===== src/rtl/cw_pkg.sv =====
// Shared CW definitions: FSM states, ASCII codes, element encoding and
// timing thresholds expressed in Morse units.
package cw_pkg;

  typedef enum logic [1:0] {
    IDLE  = 2'd0,
    MARK  = 2'd1,
    SPACE = 2'd2
  } cw_state_e;

  localparam logic [6:0] SPACE_CHAR = 7'h20;
  localparam logic [6:0] ERR_CHAR   = 7'h3F;

  localparam logic DIT = 1'b0;
  localparam logic DAH = 1'b1;

  localparam int DAH_MIN  = 2;
  localparam int CHAR_GAP = 2;
  localparam int WORD_GAP = 5;
  localparam int SAT      = 8;

endpackage


===== src/rtl/cw_morse_lut.sv =====
// Combinational Morse-to-ASCII lookup for A-Z and 0-9. The first element
// sits at bit sym_len-1; bits above sym_len are ignored.
module cw_morse_lut
  import cw_pkg::*;
(
  input  logic [2:0] sym_len,
  input  logic [4:0] sym_bits,
  output logic [6:0] ascii,
  output logic       hit
);

  logic [5:0] mask;
  logic [7:0] key;

  always_comb begin
    mask  = (6'd1 << sym_len) - 6'd1;
    key   = {sym_len, sym_bits & mask[4:0]};
    ascii = ERR_CHAR;
    hit   = 1'b1;
    case (key)
      {3'd2, 5'b00001}: ascii = 7'h41;
      {3'd4, 5'b01000}: ascii = 7'h42;
      {3'd4, 5'b01010}: ascii = 7'h43;
      {3'd3, 5'b00100}: ascii = 7'h44;
      {3'd1, 5'b00000}: ascii = 7'h45;
      {3'd4, 5'b00010}: ascii = 7'h46;
      {3'd3, 5'b00110}: ascii = 7'h47;
      {3'd4, 5'b00000}: ascii = 7'h48;
      {3'd2, 5'b00000}: ascii = 7'h49;
      {3'd4, 5'b00111}: ascii = 7'h4A;
      {3'd3, 5'b00101}: ascii = 7'h4B;
      {3'd4, 5'b00100}: ascii = 7'h4C;
      {3'd2, 5'b00011}: ascii = 7'h4D;
      {3'd2, 5'b00010}: ascii = 7'h4E;
      {3'd3, 5'b00111}: ascii = 7'h4F;
      {3'd4, 5'b00110}: ascii = 7'h50;
      {3'd4, 5'b01101}: ascii = 7'h51;
      {3'd3, 5'b00010}: ascii = 7'h52;
      {3'd3, 5'b00000}: ascii = 7'h53;
      {3'd1, 5'b00001}: ascii = 7'h54;
      {3'd3, 5'b00001}: ascii = 7'h55;
      {3'd4, 5'b00001}: ascii = 7'h56;
      {3'd3, 5'b00011}: ascii = 7'h57;
      {3'd4, 5'b01001}: ascii = 7'h58;
      {3'd4, 5'b01011}: ascii = 7'h59;
      {3'd4, 5'b01100}: ascii = 7'h5A;
      {3'd5, 5'b11111}: ascii = 7'h30;
      {3'd5, 5'b01111}: ascii = 7'h31;
      {3'd5, 5'b00111}: ascii = 7'h32;
      {3'd5, 5'b00011}: ascii = 7'h33;
      {3'd5, 5'b00001}: ascii = 7'h34;
      {3'd5, 5'b00000}: ascii = 7'h35;
      {3'd5, 5'b10000}: ascii = 7'h36;
      {3'd5, 5'b11000}: ascii = 7'h37;
      {3'd5, 5'b11100}: ascii = 7'h38;
      {3'd5, 5'b11110}: ascii = 7'h39;
      default: begin
        ascii = ERR_CHAR;
        hit   = 1'b0;
      end
    endcase
  end

endmodule


===== src/rtl/cw_rx_decoder.sv =====
// CW receive decoder: synchronise and filter the keyed line, time marks and
// spaces in units, assemble elements and emit one ASCII code per character.
module cw_rx_decoder
  import cw_pkg::*;
#(
  parameter int UNIT_CYCLES   = 12500,
  parameter int FILTER_CYCLES = 64,
  parameter int MAX_ELEMS     = 5
) (
  input  logic       CLK,
  input  logic       RST,
  input  logic       rx_in,
  output logic       char_valid,
  output logic [6:0] char_ascii,
  output logic       char_err,
  output logic       busy
);

  localparam int CW = $clog2(SAT * UNIT_CYCLES + 1);
  localparam int FW = $clog2(FILTER_CYCLES + 1);

  localparam logic [CW-1:0] DAH_T  = CW'(DAH_MIN  * UNIT_CYCLES);
  localparam logic [CW-1:0] CHAR_T = CW'(CHAR_GAP * UNIT_CYCLES);
  localparam logic [CW-1:0] WORD_T = CW'(WORD_GAP * UNIT_CYCLES);
  localparam logic [CW-1:0] SAT_T  = CW'(SAT      * UNIT_CYCLES);
  localparam logic [FW-1:0] F_LAST = FW'(FILTER_CYCLES - 1);
  localparam logic [2:0]    LEN_MAX = 3'(MAX_ELEMS);

  logic                 sync1_q, sync1_d, sync2_q, sync2_d;
  logic                 lvl_q, lvl_d;
  logic [FW-1:0]        flt_cnt_q, flt_cnt_d;
  logic [CW-1:0]        cnt_q, cnt_d;
  cw_state_e            state_q, state_d;
  logic [MAX_ELEMS-1:0] sym_bits_q, sym_bits_d;
  logic [2:0]           sym_len_q, sym_len_d;
  logic                 ovf_q, ovf_d, stuck_q, stuck_d, emitted_q, emitted_d;
  logic                 char_valid_q, char_valid_d, char_err_q, char_err_d;
  logic [6:0]           char_ascii_q, char_ascii_d;

  logic       toggle, rise, fall, elem, bad, emit_char;
  logic [6:0] lut_ascii;
  logic       lut_hit;

  cw_morse_lut u_lut (
    .sym_len  (sym_len_q),
    .sym_bits (5'(sym_bits_q)),
    .ascii    (lut_ascii),
    .hit      (lut_hit)
  );

  // The edge is flagged in the cycle the filter decides to toggle, so the
  // FSM and lvl update on the same clock edge.
  always_comb begin
    sync1_d   = rx_in;
    sync2_d   = sync1_q;
    lvl_d     = lvl_q;
    flt_cnt_d = '0;
    toggle    = 1'b0;
    if (sync2_q != lvl_q) begin
      if (flt_cnt_q == F_LAST) begin
        lvl_d  = sync2_q;
        toggle = 1'b1;
      end else begin
        flt_cnt_d = flt_cnt_q + FW'(1);
      end
    end
    rise  = toggle & sync2_q;
    fall  = toggle & ~sync2_q;
    cnt_d = toggle ? '0 : ((cnt_q == SAT_T) ? cnt_q : cnt_q + CW'(1));
  end

  always_comb begin
    state_d      = state_q;
    sym_bits_d   = sym_bits_q;
    sym_len_d    = sym_len_q;
    ovf_d        = ovf_q;
    stuck_d      = stuck_q;
    emitted_d    = emitted_q;
    char_valid_d = 1'b0;
    char_ascii_d = char_ascii_q;
    char_err_d   = 1'b0;
    elem         = (cnt_q >= DAH_T) ? DAH : DIT;
    bad          = ovf_q | stuck_q | ~lut_hit;
    emit_char    = 1'b0;
    case (state_q)
      IDLE: begin
        if (rise) begin
          state_d    = MARK;
          sym_bits_d = '0;
          sym_len_d  = '0;
          ovf_d      = 1'b0;
          stuck_d    = 1'b0;
          emitted_d  = 1'b0;
        end
      end
      MARK: begin
        if (fall) begin
          if (sym_len_q == LEN_MAX) begin
            ovf_d = 1'b1;
          end else begin
            sym_bits_d = {sym_bits_q[MAX_ELEMS-2:0], elem};
            sym_len_d  = sym_len_q + 3'd1;
          end
          if (cnt_q == SAT_T) stuck_d = 1'b1;
          state_d = SPACE;
        end
      end
      SPACE: begin
        emit_char = ~emitted_q & (cnt_q == CHAR_T);
        if (emit_char) begin
          char_valid_d = 1'b1;
          char_ascii_d = bad ? ERR_CHAR : lut_ascii;
          char_err_d   = bad;
          emitted_d    = 1'b1;
        end
        if (rise) begin
          state_d = MARK;
          // A mark after the character gap starts a fresh character.
          if (emitted_q | emit_char) begin
            sym_bits_d = '0;
            sym_len_d  = '0;
            ovf_d      = 1'b0;
            stuck_d    = 1'b0;
            emitted_d  = 1'b0;
          end
        end else if (cnt_q == WORD_T) begin
          char_valid_d = 1'b1;
          char_ascii_d = SPACE_CHAR;
          state_d      = IDLE;
        end
      end
      default: state_d = IDLE;
    endcase
  end

  always_ff @(posedge CLK) begin
    if (RST) begin
      sync1_q      <= 1'b0;
      sync2_q      <= 1'b0;
      lvl_q        <= 1'b0;
      flt_cnt_q    <= '0;
      cnt_q        <= '0;
      state_q      <= IDLE;
      sym_bits_q   <= '0;
      sym_len_q    <= '0;
      ovf_q        <= 1'b0;
      stuck_q      <= 1'b0;
      emitted_q    <= 1'b0;
      char_valid_q <= 1'b0;
      char_ascii_q <= '0;
      char_err_q   <= 1'b0;
    end else begin
      sync1_q      <= sync1_d;
      sync2_q      <= sync2_d;
      lvl_q        <= lvl_d;
      flt_cnt_q    <= flt_cnt_d;
      cnt_q        <= cnt_d;
      state_q      <= state_d;
      sym_bits_q   <= sym_bits_d;
      sym_len_q    <= sym_len_d;
      ovf_q        <= ovf_d;
      stuck_q      <= stuck_d;
      emitted_q    <= emitted_d;
      char_valid_q <= char_valid_d;
      char_ascii_q <= char_ascii_d;
      char_err_q   <= char_err_d;
    end
  end

  assign char_valid = char_valid_q;
  assign char_ascii = char_ascii_q;
  assign char_err   = char_err_q;
  assign busy       = (state_q != IDLE);

endmodule

===== config.mk =====
export PLATFORM = sky130hd
export DESIGN_NAME = cw_rx_decoder
export DESIGN_NICKNAME = d
export VERILOG_FILES = /design/src/rtl/cw_pkg.sv /design/src/rtl/cw_morse_lut.sv /design/src/rtl/cw_rx_decoder.sv
export SDC_FILE = /design/constraint.sdc
export NUM_CORES = 1
export LEC_CHECK = 0
export CORE_MARGIN = 3
export CORE_UTILIZATION = 40
export DETAILED_ROUTE_END_ITERATION = 10
export GPL_ROUTABILITY_DRIVEN = 0
export MAX_ROUTING_LAYER = met4
export PLACE_DENSITY = 0.66
export SYNTH_ARGS = -nofsm -noshare
export SYNTH_HDL_FRONTEND = slang
export SYNTH_SLANG_ARGS = --single-unit
export TNS_END_PERCENT = 50

===== constraint.sdc =====
create_clock -name CLK -period 3 [get_ports CLK]
set_input_delay 0.9 -clock CLK [delete_from_list [all_inputs] [get_ports CLK]]
set_output_delay 0.9 -clock CLK [all_outputs]
set_load 0.01 [all_outputs]

==> metrics.md <==
| Metric | Value |
|---|---|
| Area grow syn2layout | `11.7%` |
| Pre-CTS setup slack | `about 0.10 ns` |
| Vias per Instance | `about 5.7` |
| Number of non-filler instances in the completed layout | `approximately 520` |
| Largest net degree at the start of global routing | `19` |
| I/O Buffers | `12` |
| WP data arrival | `between 3 and 4 ns` |
| Endpoint type of the worst setup path | `flop` |
| Die X | `around 95 um` |
| Grt total ovfl | `0` |
| Row count | `31` |
| Worst path required time | `3.20 ns` |
| Setup Skew | `approximately 0.013 ns` |
| R2r endpoint | `char_ascii[3]` |
| Clock-pin slew on the worst setup and hold paths | `approximately 0.090 ns` |
| WHS Path Cells | `2` |
| Peak VDD IR | `about 350 uV` |
| Worst Reg-to-Reg Cells | `11` |
| Tightest Pin Transition | `0.573 ns` |
| Status | `finished, final reports clean` |
| Most common cell after layout, fill and taps aside | `dfxtp_1` |
| Startpoint types | `flop` |
| Hold WS | `0.441 ns` |
| Initial antenna violation count | `0` |
| DRC viols | `0` |
| Async SR Flop Fraction | `0%` |
| #FFs+latches synth | `~50` |
| First-pass GRT wire length | `between 10 and 15 mm` |
| Worst slew margin | `61.8%` |
| Power Total | `between 1 and 1.5 mW` |
| Setup TNS | `0 ns` |
| Fin. max-slew vios | `0` |
| Unrepaired setup endpoints after global routing | `no` |
| Cell area after synthesis | `about 0.0032 sq mm` |
| R2R Path Start | `sym_len_q[0]` |
| R2r setup slk | `0.16 ns` |
| CTS Buf Count | `5` |
| Final Hold Viols | `0` |
| Routed Antenna Nets | `0` |
| Worst-skew pair later-pin latency | `0.30 ns` |
| CTS Hold Buffers Added | `0` |
| Die ar. | `about 0.0090 sq mm` |
| Mean post-synth cell area | `a little under 8 sq um` |
| Die Span Y | `between 90 and 100 um` |
| Synthesis Warnings | `0` |
| Commonest non-fill, non-tap cells in the layout | `dfxtp_1, nor2_1, nand2_1` |
| WS Path Type | `reg -> reg` |
| Drt pass-1 iters | `5` |
| Hold_sp | `flt_cnt_q[6]` |
| CTS Buffer Depth | `2` |
| H-tree depth | `2` |
| IO Pins | `13` |
| CTS tree | `built` |
| Leakage power | `roughly 1.3 nW` |
| Core Box Area | `between 0.007 and 0.008 sq mm` |
| CTS root buffer | `clkbuf_8` |
| Diodes inserted | `0` |
| Synth cell types | `~80` |
| Worst min-delay path class | `reg -> reg` |
| Vias in the first global route | `around 2700` |
| Hold Path End | `flt_cnt_q[6]` |
| Total number of vias | `between 2000 and 3000` |
| Total Routing Usage GR | `17.4%` |
| Critical-path maximum fanout | `5` |
| Post-Syn Nets | `414` |
| Final wirelength | `between 7 and 8 mm` |
| Gate Count Post-Synth | `~400` |
| CTS sink count | `49` |
| Wire per inst | `14.3 um` |
| EDFF count, synth | `0` |
| DP Cell Count | `506` |
| Min Clock Period, post-route | `2.84 ns` |
| Max cap viols | `0` |
| Initial Utilization | `42.4%` |
| Post-synthesis sequential area ratio | `30.9%` |
| Final setup violating endpoints | `0` |
| HPWL after DPL | `5.48 mm` |
| Fin crit share | `a little over nine tenths` |
| Share of layout cells above drive strength 1 | `roughly 13%` |
| Max Fclk | `~350 MHz` |
| # nets final | `428` |
| Power density over cell area | `~310 mW/mm^2` |
| Iter 0 DRT Violations | `170` |
| Most common flop cell mapped by yosys | `dfxtp_1` |
| PnR worst setup slack | `between 0.15 and 0.2 ns` |
-- how the worst max path moves through the flow --
stage / end / from / slack (ns)
finish: char_ascii[3] / sym_len_q[0] / 0.16
CTS: char_ascii[3] / sym_len_q[0] / 0.09
floorplan: char_ascii[3] / sym_len_q[1] / 0.25
global route: char_ascii[3] / sym_len_q[0] / 0.009
detailed placement: char_ascii[3] / sym_len_q[0] / 0.10
global placement: char_ascii[3] / sym_len_q[0] / 0.17
-- critical path, cell delays in order, from the launching register on --
cell and delay (ns):
dfxtp_4 0.37, inv_1 0.09, ha_1 0.22, buf_4 0.15, nor3_2 0.35, mux2i_1 0.30, nand3_1 0.15, or4_1 0.57
o31a_2 0.16, o211ai_2 0.10, o2111ai_1 0.13, o211a_1 0.15
-- cells by family after synthesis --
family                     share of synthesized area (%)
AOI/OAI and AO/OA                                   19.1
buffers and inverters                               5.09
and+or+nand+nor                                     33.6
muxes                                               1.97
adders and majority gates                           3.55
DFF                                                 30.9
xor gates and xnor gates                            5.80
-- layer usage --
metal  track usage [%]  share of wire [%]  up-vias
li1                  -                  -     1471
met1              21.9                 46     1358
met2              27.7                 46      114
met3              2.84                5.7       18
met4              7.09                2.7        0
met5                 -                  0        -
-- metrics by stage --
step	cell area [sq um]	util, %
after floorplan	3170	-
after detailed placement	3390	45.3
after global routing	3540	47.3
after global placement	3390	45.3
after CTS	3490	46.6
final	3540	47.3
-- synthesized netlist by cell type (9+ instances only) --
master / instances / area share (%)
nand3_1: 27 / 4.3
nand2_1: 40 / 4.7
o21ai_0: 14 / 2.2
nor2b_1: 11 / 2.2
ha_1: 9 / 3.6
nor3_1: 10 / 1.6
inv_1: 12 / 1.4
xor2_1: 14 / 3.9
nor2_1: 46 / 5.4
a31oi_1: 10 / 2.0
dfxtp_1: 49 / 31
a21oi_1: 23 / 3.6
-- report_power, final --
part	internal [mW]	total [mW]	switching [mW]
logic	0.0111	0.0273	0.0162
clock network	0.170	0.403	0.233
registers	0.654	0.659	0.00497
-- state kept, by name (all words and copies together), names as in the netlist --
register    flops
sync2_q         1
sym_bits_q      5
char_ascii      7
state_q         2
sym_len_q       3
flt_cnt_q       7
stuck_q         1
sync1_q         1
emitted_q       1
lvl_q           1
cnt_q          17
char_valid      1
char_err        1
ovf_q           1
-- what timing repair did --
| action | 4_1_cts | 5_1_grt |
|---|---|---|
| buffers inserted | 0 | 2 |
| setup endpoints to repair | 0 | 8 |
| gates resized for setup | 0 | 12 |
-- layout make-up --
cell class                      count  area (sq um)
Fill cell                         751          3940
Multi-Input combinational cell    321          2060
Sequential cell                    49           985
Timing Repair Buffer               26           229
Tap cell                           99           124
Clock buffer                        5          68.8
Inverter                           13          48.8
Clock inverter                      3          26.3
Note: power is estimated with default switching activity, not from simulation.
